### config.mk
export PLATFORM = sky130hd
export DESIGN_NAME = pwm_duty_ctrl
export DESIGN_NICKNAME = d
export VERILOG_FILES = /design/src/rtl/pwm_duty_ctrl.sv
export SDC_FILE = /design/constraint.sdc
export NUM_CORES = 1
export LEC_CHECK = 0
export BUFFER_PORTS_ARGS = -buffer_cell sky130_fd_sc_hd__buf_2
export CAP_MARGIN = 20
export CORE_MARGIN = 5
export CORE_UTILIZATION = 45
export DETAILED_ROUTE_END_ITERATION = 16
export PLACE_DENSITY = 0.86
export SLEW_MARGIN = 20
export SYNTH_ARGS = -nofsm -noshare
export SYNTH_HDL_FRONTEND = slang
export SYNTH_SLANG_ARGS = --single-unit
export TNS_END_PERCENT = 50
### constraint.sdc
create_clock -name clk -period 2 [get_ports clk]
set_clock_uncertainty 0.15 [all_clocks]
set_input_delay 0.2 -clock clk [delete_from_list [all_inputs] [get_ports clk]]
set_output_delay 0.2 -clock clk [all_outputs]
set_load 0.03 [all_outputs]
### src/rtl/pwm_duty_ctrl.sv
// Duty-cycle controller: shadows duty requests and loads the PWM compare value only at phase wraps.
// Optional per-period ramping toward the target is enabled by defining PWM_DUTY_CTRL_RAMP_EN.
module pwm_duty_ctrl #(
  parameter int N      = 14,
  parameter int M      = 12,
  parameter int STEP_W = 8
) (
  input  logic              clk,
  input  logic              rst,
  input  logic [N-1:0]      phase,
  input  logic              wr_valid,
  output logic              wr_ready,
  input  logic [M-1:0]      wr_duty,
  input  logic [STEP_W-1:0] wr_step,
  output logic [M-1:0]      mod,
  output logic              busy,
  output logic              wrap_pulse
);

`ifdef PWM_DUTY_CTRL_RAMP_EN
  typedef enum logic [1:0] {IDLE, PENDING, RAMP} state_t;
`else
  typedef enum logic [1:0] {IDLE, PENDING} state_t;
`endif

  state_t         state, state_nxt;
  logic [N-1:0]   phase_q;
  logic [M-1:0]   target;
  logic [M-1:0]   mod_nxt;
  logic           wrap;
  logic           accept;

  // A wrap is a drop of phase below its registered copy, which clears to zero on reset
  assign wrap   = (phase < phase_q);
  assign accept = (state == IDLE) && wr_valid;

`ifdef PWM_DUTY_CTRL_RAMP_EN
  logic [STEP_W-1:0] step;
  logic signed [M:0] diff;
  logic [M:0]        mag;
  logic [M-1:0]      ramp_mod;

  // One slew step toward target; snaps to target once within one step, so it never overshoots
  always_comb begin
    diff = signed'({1'b0, target}) - signed'({1'b0, mod});
    mag  = diff[M] ? unsigned'(-diff) : unsigned'(diff);
    if (mag <= {{(M+1-STEP_W){1'b0}}, step})
      ramp_mod = target;
    else if (diff[M])
      ramp_mod = mod - {{(M-STEP_W){1'b0}}, step};
    else
      ramp_mod = mod + {{(M-STEP_W){1'b0}}, step};
  end
`else
  logic unused_wr_step;
  assign unused_wr_step = ^wr_step;
`endif

  always_ff @(posedge clk) begin
    if (rst) begin
      state      <= IDLE;
      phase_q    <= '0;
      target     <= '0;
      mod        <= '0;
      wrap_pulse <= 1'b0;
`ifdef PWM_DUTY_CTRL_RAMP_EN
      step       <= '0;
`endif
    end else begin
      state      <= state_nxt;
      phase_q    <= phase;
      mod        <= mod_nxt;
      wrap_pulse <= wrap;
      if (accept) begin
        target <= wr_duty;
`ifdef PWM_DUTY_CTRL_RAMP_EN
        step   <= wr_step;
`endif
      end
    end
  end

  // An accept that coincides with a wrap only reaches PENDING, so that wrap is not applied
  always_comb begin
    state_nxt = state;
    mod_nxt   = mod;
    unique case (state)
      IDLE: begin
        if (wr_valid)
          state_nxt = PENDING;
      end
      PENDING: begin
        if (wrap) begin
`ifdef PWM_DUTY_CTRL_RAMP_EN
          if (step == '0) begin
            mod_nxt   = target;
            state_nxt = IDLE;
          end else begin
            mod_nxt   = ramp_mod;
            state_nxt = (ramp_mod == target) ? IDLE : RAMP;
          end
`else
          mod_nxt   = target;
          state_nxt = IDLE;
`endif
        end
      end
`ifdef PWM_DUTY_CTRL_RAMP_EN
      RAMP: begin
        if (wrap) begin
          mod_nxt = ramp_mod;
          if (ramp_mod == target)
            state_nxt = IDLE;
        end
      end
`endif
      default: state_nxt = IDLE;
    endcase
  end

  always_comb begin
    wr_ready = (state == IDLE);
    busy     = (state != IDLE);
  end

endmodule

Word level (Yosys, flattened, before mapping) --
Index checks and enable logic that the tools add are counted.
Cells by class: magnitude comparators 1, equality and inequality tests 3, reduce and logical (&&, ||, !) cells 5, multiplexer cells 3
Operators with widths (number):
- $lt 14x14->1 | 1
- $mux 2 | 2
- $ne 2x2->1 const B | 2
- $pmux 2 s2 | 1
- $reduce_and 2->1 | 2
- $eq 2x1->1 const B | 1
- $logic_not 2->1 | 1
- $reduce_bool 2->1 | 1
- $logic_and 1x1->1 | 1
Storage, ports and cells: flip-flop bits (word level) 41, logic and storage cells 17

Depth between registers and ports, before layout --
Gate-level depths: netlist of the first run.
word-level depth 3, gate-level depth with buffers 8, depth with buffers taken out 7

Worst setup path after synthesis of the first run --
No wires, ideal clock.
kind reg2reg, from reg phase_q[7], to reg mod[0], clock period less this slack 1991 ps, arrival time 1769 ps, path buffers 1, setup slack 9 ps, stages on the path, launching flop included 9, path through dfxtp_1 -> inv_1 -> ha_1 -> a21o_1 -> nand3_1 -> a21oi_1 -> a2111oi_4 -> buf_6 -> mux2i_1
On the way: cells in the longest elaborated chain, start to end 2
Ends and longest elaborated chain:
- from (decl) | line 27 | logic [N-1:0] phase_q;
- from (signal assigned) | line 71 | phase_q <= phase;
- $lt 14x14->1 | line 34 | assign wrap = (phase < phase_q);
- $reduce_and 2->1 (no line)
- to (signal assigned) | line 72 | mod <= mod_nxt;
- to (decl) | line 15 | output logic [M-1:0] mod,
No other way between the ends. A chain may end at the register's enable or synchronous reset.

Worst setup path after layout of the first run --
from reg phase_q[3], to reg mod[10]
Same word-level chain as after synthesis.

==> flow_metrics.env, run 1 <==
export IMPL_status="finished, violations left"
export IMPL_violations="hold timing, setup timing"
export IMPL_setup_violations_final=8
export IMPL_grt_pass1_vias=1424
export IMPL_cts_tree="yes"
export IMPL_syn2layout_area_growth_pct=40.5
export IMPL_drtIter0Drc=53
export IMPL_clkTransAtPathRegs_ns=0.08
export IMPL_fin_cells=292
export IMPL_final_setup_worst_slack_ns=-0.0353
export IMPL_ys_warn_count=0
export IMPL_drv_cap=0
export IMPL_synth_simple_area_share_pct=22.8
export IMPL_clkSinkCount=40
export IMPL_synth_xor_area_share_pct=0
export IMPL_vias_per_cell=4.83
export IMPL_layout_drive_gt1_share_pct=31.1
export IMPL_synthMuxAreaShare_pct=6.94
export IMPL_worstSetupPathType="reg -> reg"
export IMPL_hp_start="phase[12]"
export IMPL_worstSetupEndpointType="flop"
export IMPL_rows=22
export IMPL_multiInputGateArea_um2=980
export IMPL_avgSynthCellArea_um2=9.36
export IMPL_wl_met1_mm=1.63
export IMPL_slew_limit_headroom_pct=38.6
export IMPL_p_leak_nw=0.998
export IMPL_cts_buffer_depth=2
export IMPL_synth_cell_types=21
export IMPL_synth_fa_ha_area_share_pct=9.39
export IMPL_drt_pass1_iterations=4
export IMPL_die_y_um=72.0
export IMPL_ir_worst_vdd_v=0.000550
export IMPL_seqCellArea_um2=806
export IMPL_dp_cells=270
export IMPL_regToRegEndpoint="mod[10]$_SDFFE_PP0P_"
export IMPL_worst_pin_slew_ns=0.919
export IMPL_r2r_cells=7
export IMPL_drt_total_wl_mm=3.98
export IMPL_antenna_found_initial=0
export IMPL_num_antenna_cells=0
export IMPL_power_density_nw_per_um2=791
export IMPL_placed_area_um2=2000
export IMPL_grt_max_degree=45
export IMPL_finalCritPeriodShare_pct=102
export IMPL_start_util_pct=46.9
export IMPL_grt_pass1_wl_mm=6.17
export IMPL_fmax_ghz=0.491
export IMPL_hold_end="phase_q[12]$_SDFF_PP0_"
export IMPL_r2r_start="phase_q[3]$_SDFF_PP0_"
export IMPL_worstPathMaxFanout=7
export IMPL_cts_root_buf="clkbuf_8"
export IMPL_ant_nets=0
export IMPL_synth_area_um2=1730
export IMPL_place_hpwl_mm=2.45
export IMPL_die_area_um2=5190
export IMPL_rsz0062_at_grt="yes"
export IMPL_most_common_layout_cells="buf_2 (43), dfxtp_1 (36), nand2_1 (27)"
export IMPL_core_area_um2=3690
export IMPL_routed_wl_met3_um=137
export IMPL_portBuffers=43
export IMPL_nNetsFinal=294
export IMPL_gp_congestion=0.733
export IMPL_synth_top_family_by_area="simple AND/OR/NAND/NOR gates"
export IMPL_p_total_w=0.00192
export IMPL_final_min_clock_period_ns=2.04
export IMPL_cts_made_buffers=5
export IMPL_required_ns=2.06
export IMPL_final_common_cell="buf_2"
export IMPL_wl_met2_mm=2.13
export IMPL_synthCells=185
export IMPL_wl_per_cell_um=13.6
export IMPL_maxSlewViolCount=0
export IMPL_pin_count=52
export IMPL_synth_seq_area_share_pct=46.2
export IMPL_syn_num_nets=235
export IMPL_design_area_um2=2430
export IMPL_hold_path_class="in -> reg"
export IMPL_clock_latency_ns=0.29
export IMPL_top_layer_used="met4"
export IMPL_finalHoldViolations=1
export IMPL_htreeDepth=2
export IMPL_worst_hold_path_num_cells=2
export IMPL_ys_ff_latch=40
export IMPL_crit_arrival_ns=2.10
export IMPL_track_usage_pct=15.4
export IMPL_synth_compound_area_share_pct=9.39
export IMPL_dr_total_vias=1410
export IMPL_gr_total_overflow=0
export IMPL_holdWs_ns=-0.00206
export IMPL_die_x_um=72.0
export IMPL_start_kind="flop"
export IMPL_reg2reg_slack_ns=-0.04
export IMPL_drc=0
export IMPL_nFillCells=329
timing repair:
action / in CTS / in global routing
cloned: 1 / 0
setup endpoints to repair: 12 / 10
setup buffers: 1 / 0
hold buffers: 9 / 4
endpoints found under the hold margin: 9 / 4
gates resized for setup: 14 / 10
pin swaps: 8 / 5
metal layers:
metal / global-route usage (%) / up-vias
li1: - / 715
met1: 16.4 / 657
met2: 29.1 / 29
met3: 2.91 / 9
met4: 6.89 / 0
met5: 0 / -
per-stage QoR:
step / worst slack [ns] / util, % / hold WS [ns] / setup TNS (ns)
floorplan: 0.00904 / - / 0.178 / 0
global placement: 0.0453 / 54.1 / 0.276 / 0
detailed placement: -0.0399 / 54.1 / 0.282 / -0.0429
CTS: -0.0308 / 63.6 / 0.00123 / -0.138
global route: -0.142 / 65.9 / 0.00458 / -1.07
finish: -0.0353 / 65.9 / -0.00206 / -0.201
cells by family (layout without fill, tap and decap cells):
| family | Yosys count | after routing |
|---|---|---|
| AND/OR/NAND/NOR | 74 | 74 |
| adder cells (fa/ha/maj) | 13 | 13 |
| multiplexers | 12 | 12 |
| AO/OA/AOI/OAI | 24 | 24 |
| flip-flops | 40 | 40 |
| buffers and inverters | 22 | 81 |
worst max-delay path: stages (launching register included):
cell and delay (ns):
dfxtp_2 0.34, inv_2 0.04, ha_4 0.22, a21oi_4 0.16, o221ai_4 0.14, a2111oi_4 0.51
buf_12 0.19, mux2i_1 0.21
power breakdown:
| part | switching (W) | internal [W] | total, W |
|---|---|---|---|
| logic | 0.000160 | 0.000154 | 0.000314 |
| registers | 0.0000171 | 0.000835 | 0.000852 |
| clock network | 0.000266 | 0.000491 | 0.000757 |
| total | 0.000443 | 0.00148 | 0.00192 |
synthesized netlist by cell type, drive strengths merged:
cell type  instances  share of area (%)
nor2               2               0.43
o221ai             1               0.87
nor2b             15                5.4
nand3              1               0.29
clkbuf             7                1.5
nand2             27                5.9
inv               14                3.0
mux2i             12                6.9
buf                1               0.65
a21o               1               0.43
nand4              3                1.1
o21ai              1               0.29
nand2b            25                9.5
dfxtp             40                 46
a21oi             19                5.7
a2111oi            2                2.1
ha                13                9.4
nor3               1               0.29
sequential cells by signal, indices dropped and copies added, names as in the netlist:
name and count:
phase_q 14, mod 12, wrap_pulse 1, target 12, state 1
how the worst max path moves through the flow:
stage                           from                   end  cells after the start
5_1_grt        phase_q[5]$_SDFF_PP0_   mod[4]$_SDFFE_PP0P_                      7
2_1_floorplan  phase_q[7]$_SDFF_PP0_   mod[0]$_SDFFE_PP0P_                      8
6_report       phase_q[3]$_SDFF_PP0_  mod[10]$_SDFFE_PP0P_                      7
3_5_place_dp   phase_q[7]$_SDFF_PP0_  mod[10]$_SDFFE_PP0P_                      8
3_3_place_gp                phase[7]   mod[5]$_SDFFE_PP0P_                      8
4_1_cts        phase_q[1]$_SDFF_PP0_   mod[6]$_SDFFE_PP0P_                      7
area by class of cell:
| cell class | count | area share, % |
|---|---|---|
| clock buffer | 5 | 2.83 |
| multi-input combinational | 123 | 40.3 |
| timing repair buffer | 60 | 16.7 |
| tap | 48 | 2.47 |
| sequential | 40 | 33.1 |
| clock inverter | 2 | 2.47 |
| inverter | 14 | 2.16 |
(Power assumes the default switching activity.)
==> inputs of run 2 (changes only) <==
--- a/config.mk
+++ b/config.mk
@@ -10,7 +10,7 @@
 export CORE_MARGIN = 5
 export CORE_UTILIZATION = 45
 export DETAILED_ROUTE_END_ITERATION = 16
-export PLACE_DENSITY = 0.86
+export PLACE_DENSITY = 0.74
 export SLEW_MARGIN = 20
 export SYNTH_ARGS = -nofsm -noshare
 export SYNTH_HDL_FRONTEND = slang
==> flow_metrics.env, run 2 (synthesis gave the netlist of run 1 again) <==
export IMPL_status="finished, violations left"
export IMPL_violations="hold timing"
export IMPL_grt_pass1_vias=1308
export IMPL_num_antenna_cells=0
export IMPL_rows=22
export IMPL_gr_usage_met1_pct=18.7
export IMPL_nNetsFinal=298
export IMPL_die_x_um=72.0
export IMPL_busiest_layer="met2"
export IMPL_grt_max_degree=53
export IMPL_core_area_um2=3690
export IMPL_hold_path_class="in -> reg"
export IMPL_crit_arrival_ns=2.04
export IMPL_rsz0062_at_grt="yes"
export IMPL_design_area_um2=2420
export IMPL_die_y_um=72.0
export IMPL_final_setup_worst_slack_ns=0.0367
export IMPL_clock_latency_ns=0.29
export IMPL_r2r_cells=8
export IMPL_cts_tree="yes"
export IMPL_switching_share_pct=25.1
export IMPL_start_kind="flop"
export IMPL_holdWs_ns=-0.00514
export IMPL_drtIter0Drc=40
export IMPL_place_hpwl_mm=2.35
export IMPL_htreeDepth=2
export IMPL_power_density_nw_per_um2=747
export IMPL_worstSetupEndpointType="flop"
export IMPL_setup_violations_final=0
export IMPL_layout_drive_gt1_share_pct=31.3
export IMPL_gp_congestion=0.696
export IMPL_regToRegEndpoint="mod[11]$_SDFFE_PP0P_"
export IMPL_track_usage_pct=14.9
export IMPL_ant_nets=0
export IMPL_required_ns=2.07
export IMPL_cts_buffer_depth=2
export IMPL_syn2layout_area_growth_pct=39.8
export IMPL_worstSetupPathType="reg -> reg"
export IMPL_cpPeakStageDelay_ns=0.38
export IMPL_pwr_share_comb_pct=16.9
export IMPL_drc=0
export IMPL_internal_power_w=0.00136
export IMPL_final_common_cell="buf_2"
export IMPL_top_regs="phase_q: 14 flops, mod: 12 flops, target: 12 flops"
export IMPL_gr_total_overflow=0
export IMPL_dp_slack_ns=-0.0227
export IMPL_drt_total_wl_mm=3.65
export IMPL_portBuffers=43
export IMPL_finalHoldViolations=1
export IMPL_vias_per_cell=4.66
export IMPL_wl_per_cell_um=12.3
export IMPL_regMostFlops="phase_q"
export IMPL_p_switching_w=0.000453
export IMPL_nFillCells=320
export IMPL_slew_limit_headroom_pct=49.2
export IMPL_most_common_layout_cells="buf_2 (43), dfxtp_1 (36), nand2_1 (27)"
export IMPL_cp_startpoint="phase_q[2]$_SDFF_PP0_"
export IMPL_ir_worst_vdd_v=0.000448
export IMPL_antenna_found_initial=0
export IMPL_utilization_pct=65.6
export IMPL_power_clock_fraction_pct=36.0
export IMPL_largest_reg_flops=14
export IMPL_finalCritPeriodShare_pct=98.2
export IMPL_pin_count=52
export IMPL_reg2reg_slack_ns=0.04
export IMPL_crit_path_cell_trace="inv_2 > ha_4 > nand4_1 > o221ai_4 > a2111oi_4 > buf_4 > clkbuf_16 > mux2i_1"
export IMPL_die_area_um2=5190
export IMPL_placed_area_um2=2000
export IMPL_grt_pass1_wl_mm=6.06
export IMPL_met3_usage_pct=4.29
export IMPL_drt_pass1_iterations=4
export IMPL_clkSinkCount=40
export IMPL_drv_cap=0
export IMPL_p_total_w=0.00181
export IMPL_endpoint="mod[11]$_SDFFE_PP0P_"
export IMPL_dr_total_vias=1385
export IMPL_r2r_start="phase_q[2]$_SDFF_PP0_"
export IMPL_cts_made_buffers=5
export IMPL_worst_pin_slew_ns=0.761
export IMPL_clkTransAtPathRegs_ns=0.08
export IMPL_cts_root_buf="clkbuf_8"
export IMPL_p_leak_nw=1.00
export IMPL_start_util_pct=46.9
export IMPL_slowest_stage="a2111oi_4"
export IMPL_maxSlewViolCount=0
export IMPL_p_seq_share_pct=47.1
export IMPL_grt_use_met2_pct=24.2
export IMPL_fmax_ghz=0.509
export IMPL_worstPathMaxFanout=6
export IMPL_final_min_clock_period_ns=1.96
-- run 2: cell count changes in the layout (fill, tap and decap cells not counted), sizes merged --
cell / change
bufinv: -1
clkinv: +1
clkinvlp: +1
dlygate4sd3: +4
-- run 2: how the worst min path moves through the flow --
stage	start	end	cells past startpoint
final	phase[0]	phase_q[0]$_SDFF_PP0_	2
after global routing	phase[11]	phase_q[11]$_SDFF_PP0_	2
after CTS	phase[0]	phase_q[0]$_SDFF_PP0_	2
after detailed placement	phase[3]	phase_q[3]$_SDFF_PP0_	2
after global placement	phase[0]	phase_q[0]$_SDFF_PP0_	2
after floorplan	phase[0]	phase_q[0]$_SDFF_PP0_	1
-- run 2: routing by layer --
metal  vias up  part of all wire, %
met5         -                    0
met4         0                  1.5
met3         7                  5.0
met2        27                   48
met1       622                   46
li1        729                    -
-- run 2: power groups by stage --
stage	clock [W]	combinational [W]	sequential, W
after floorplan	0	0.000142	0.000882
after global placement	0	0.000224	0.000868
after detailed placement	0	0.000229	0.000869
after CTS	0.000660	0.000278	0.000850
after global routing	0.000697	0.000339	0.000855
final	0.000651	0.000305	0.000852
-- run 2: per-stage QoR --
stage                     hold WS (ns)  setup TNS [ns]  cells
final                         -0.00514               0    297
after global routing           0.00617          -0.469    297
after CTS                      0.00162          -0.115    297
after detailed placement         0.287         -0.0227    270
after global placement           0.276               0    270
after floorplan                  0.178               0    185
-- run 2: layout make-up --
class                      instances  area [um^2]  area share, %
clock buffer                       5         68.8           2.84
clock inverter                     3         42.5           1.76
inverter                          14         52.6           2.17
multi-input combinational        123          958           39.6
sequential                        40          806           33.3
tap                               48         60.1           2.48
timing repair buffer              64          433           17.9
-- run 2: critical path: cells and delay by family, from the launching register on --
family / cells / cell delay, ns
and+or+nand+nor: 1 / 0.14
DFF: 1 / 0.33
AOI/OAI and AO/OA: 2 / 0.53
adders and majority gates: 1 / 0.22
muxes: 1 / 0.16
buffers and inverters: 3 / 0.36
-- run 2: what timing repair did --
item / 4_1_cts / 5_1_grt
cloned: 1 / 0
gates resized for setup: 4 / 21
endpoints found under the hold margin: 17 / 0
setup buffers: 1 / 1
pin swaps: 4 / 7
hold buffers: 17 / 0
endpoints found under the setup margin: 10 / 13
==> inputs of run 3 (changes only) <==
--- a/config.mk
+++ b/config.mk
@@ -8,9 +8,9 @@
 export BUFFER_PORTS_ARGS = -buffer_cell sky130_fd_sc_hd__buf_2
 export CAP_MARGIN = 20
 export CORE_MARGIN = 5
-export CORE_UTILIZATION = 45
+export CORE_UTILIZATION = 50
 export DETAILED_ROUTE_END_ITERATION = 16
-export PLACE_DENSITY = 0.74
+export PLACE_DENSITY = 0.78
 export SLEW_MARGIN = 20
 export SYNTH_ARGS = -nofsm -noshare
 export SYNTH_HDL_FRONTEND = slang
==> constraint.sdc (replaced) <==
create_clock -name clk -period 2.48 [get_ports clk]
set_clock_uncertainty 0.15 [all_clocks]
set_input_delay 0.248 -clock clk [delete_from_list [all_inputs] [get_ports clk]]
set_output_delay 0.248 -clock clk [all_outputs]
set_load 0.03 [all_outputs]
==> flow_metrics.env, run 3 (synthesis gave the netlist of run 1 again) <==
export IMPL_status="finished clean"
export IMPL_drt_pass1_iterations=4
export IMPL_worstPathMaxFanout=13
export IMPL_final_common_cell="buf_2"
export IMPL_top_layer_used="met4"
export IMPL_die_area_um2=4740
export IMPL_most_common_layout_cells="buf_2 (43), dfxtp_1 (40), nand2_1 (27)"
export IMPL_start_kind="input pin"
export IMPL_clock_latency_ns=0.34
export IMPL_largest_reg_flops=14
export IMPL_p_leak_nw=0.992
export IMPL_drv_cap=0
export IMPL_die_x_um=68.9
export IMPL_fmax_ghz=0.432
export IMPL_hold_path_class="in -> reg"
export IMPL_regMostFlops="phase_q"
export IMPL_vias_per_cell=4.51
export IMPL_finalHoldViolations=0
export IMPL_grt_pass1_wl_mm=5.75
export IMPL_syn2layout_area_growth_pct=32.6
export IMPL_slew_limit_headroom_pct=47.3
export IMPL_p_seq_share_pct=55.7
export IMPL_worst_pin_slew_ns=0.789
export IMPL_antenna_found_initial=0
export IMPL_gr_total_overflow=0
export IMPL_track_usage_pct=16.8
export IMPL_maxSlewViolCount=0
export IMPL_final_setup_worst_slack_ns=0.167
export IMPL_crit_arrival_ns=2.43
export IMPL_worstSetupEndpointType="flop"
export IMPL_cts_setup_buffers=0
export IMPL_ant_nets=0
export IMPL_routed_wl_met3_um=176
export IMPL_cts_root_buf="clkbuf_4"
export IMPL_drt_total_wl_mm=3.49
export IMPL_holdBufCountCts=26
export IMPL_cts_made_buffers=5
export IMPL_dr_total_vias=1357
export IMPL_wl_met2_mm=1.64
export IMPL_nNetsFinal=304
export IMPL_ir_worst_vdd_v=0.000342
export IMPL_layout_drive_gt1_share_pct=22.0
export IMPL_num_antenna_cells=0
export IMPL_cts_resized=0
export IMPL_gp_congestion=0.741
export IMPL_rsz0062_at_grt="no"
export IMPL_cts_tree="yes"
export IMPL_pwr_share_comb_pct=17.1
export IMPL_dp_slack_ns=0.374
export IMPL_grt_pass1_vias=1257
export IMPL_power_clock_fraction_pct=27.3
export IMPL_wl_met1_mm=1.59
export IMPL_drc=0
export IMPL_setup_violations_final=0
export IMPL_p_switching_w=0.000320
export IMPL_nFillCells=274
export IMPL_internal_power_w=0.000912
export IMPL_cts_buffer_depth=2
export IMPL_clkSinkCount=40
export IMPL_grt_max_degree=53
export IMPL_final_min_clock_period_ns=2.31
export IMPL_portBuffers=43
export IMPL_top_regs="phase_q: 14 flops, mod: 12 flops, target: 12 flops"
export IMPL_core_area_um2=3340
export IMPL_start_util_pct=51.9
export IMPL_htreeDepth=2
export IMPL_power_density_nw_per_um2=537
export IMPL_finalCritPeriodShare_pct=93.3
export IMPL_rows=21
export IMPL_worstSetupPathType="in -> reg"
export IMPL_clkTransAtPathRegs_ns=0.11
export IMPL_required_ns=2.60
export IMPL_switching_share_pct=26.0
export IMPL_pin_count=52
export IMPL_die_y_um=68.9
export IMPL_wl_per_cell_um=11.6
export IMPL_drtIter0Drc=81
export IMPL_final_setup_tns_ns=0
export IMPL_place_hpwl_mm=2.37
[run 3: path summary, 6_finish.rpt]
kind | endpoint | cells past startpoint | slack, ns | start
worst max-delay path | mod[9]$_SDFFE_PP0P_ | 9 | 0.17 | phase[7]
worst min-delay path | state[0]$_SDFFE_PP0P_ | 3 | 0.03 | wr_valid
worst max register to register | mod[9]$_SDFFE_PP0P_ | 8 | 0.41 | phase_q[7]$_SDFF_PP0_
worst min register to register | target[4]$_SDFFE_PP0P_ | 2 | 0.31 | target[4]$_SDFFE_PP0P_
[run 3: layer usage]
| metal | vias up | track usage [%] |
|---|---|---|
| li1 | 737 | - |
| met1 | 582 | 22.1 |
| met2 | 32 | 24.8 |
| met3 | 6 | 3.57 |
| met4 | 0 | 10.7 |
| met5 | - | 0 |
[run 3: area by class of cell]
cell class / instances / area [um^2] / share of cell area [%]
repair buffers: 70 / 483 / 21.0
multi-input cells: 123 / 841 / 36.6
well taps: 46 / 57.6 / 2.51
clock inverters: 2 / 10.0 / 0.436
inverters: 14 / 52.6 / 2.29
flip-flops and latches: 40 / 801 / 34.9
clock buffers: 6 / 51.3 / 2.23
[run 3: power by group through the flow]
stage | clock (W) | sequential, W | combinational [W]
floorplan | 0 | 0.000711 | 0.000114
global placement | 0 | 0.000699 | 0.000175
detailed placement | 0 | 0.000701 | 0.000179
CTS | 0.000351 | 0.000686 | 0.000211
global route | 0.000384 | 0.000689 | 0.000237
finish | 0.000336 | 0.000686 | 0.000210
[run 3: critical path: stages]
cell           delay (ns)
dlygate4sd3_1        0.54
buf_2                0.13
ha_1                 0.30
a21o_1               0.18
nand3_1              0.08
a21oi_1              0.11
a2111oi_4            0.32
buf_4                0.29
mux2i_1              0.23
[run 3: metrics by stage]
stage          instances  area (um^2)  total power (W)  util [%]  hold WS (ns)
2_1_floorplan        185         1730         0.000825         -         0.226
3_3_place_gp         267         1970         0.000875      59.2         0.293
3_5_place_dp         267         1970         0.000880      59.2         0.299
4_1_cts              301         2300          0.00125      68.8       0.00624
5_1_grt              301         2300          0.00131      68.8        0.0499
6_report             301         2300          0.00123      68.8        0.0299
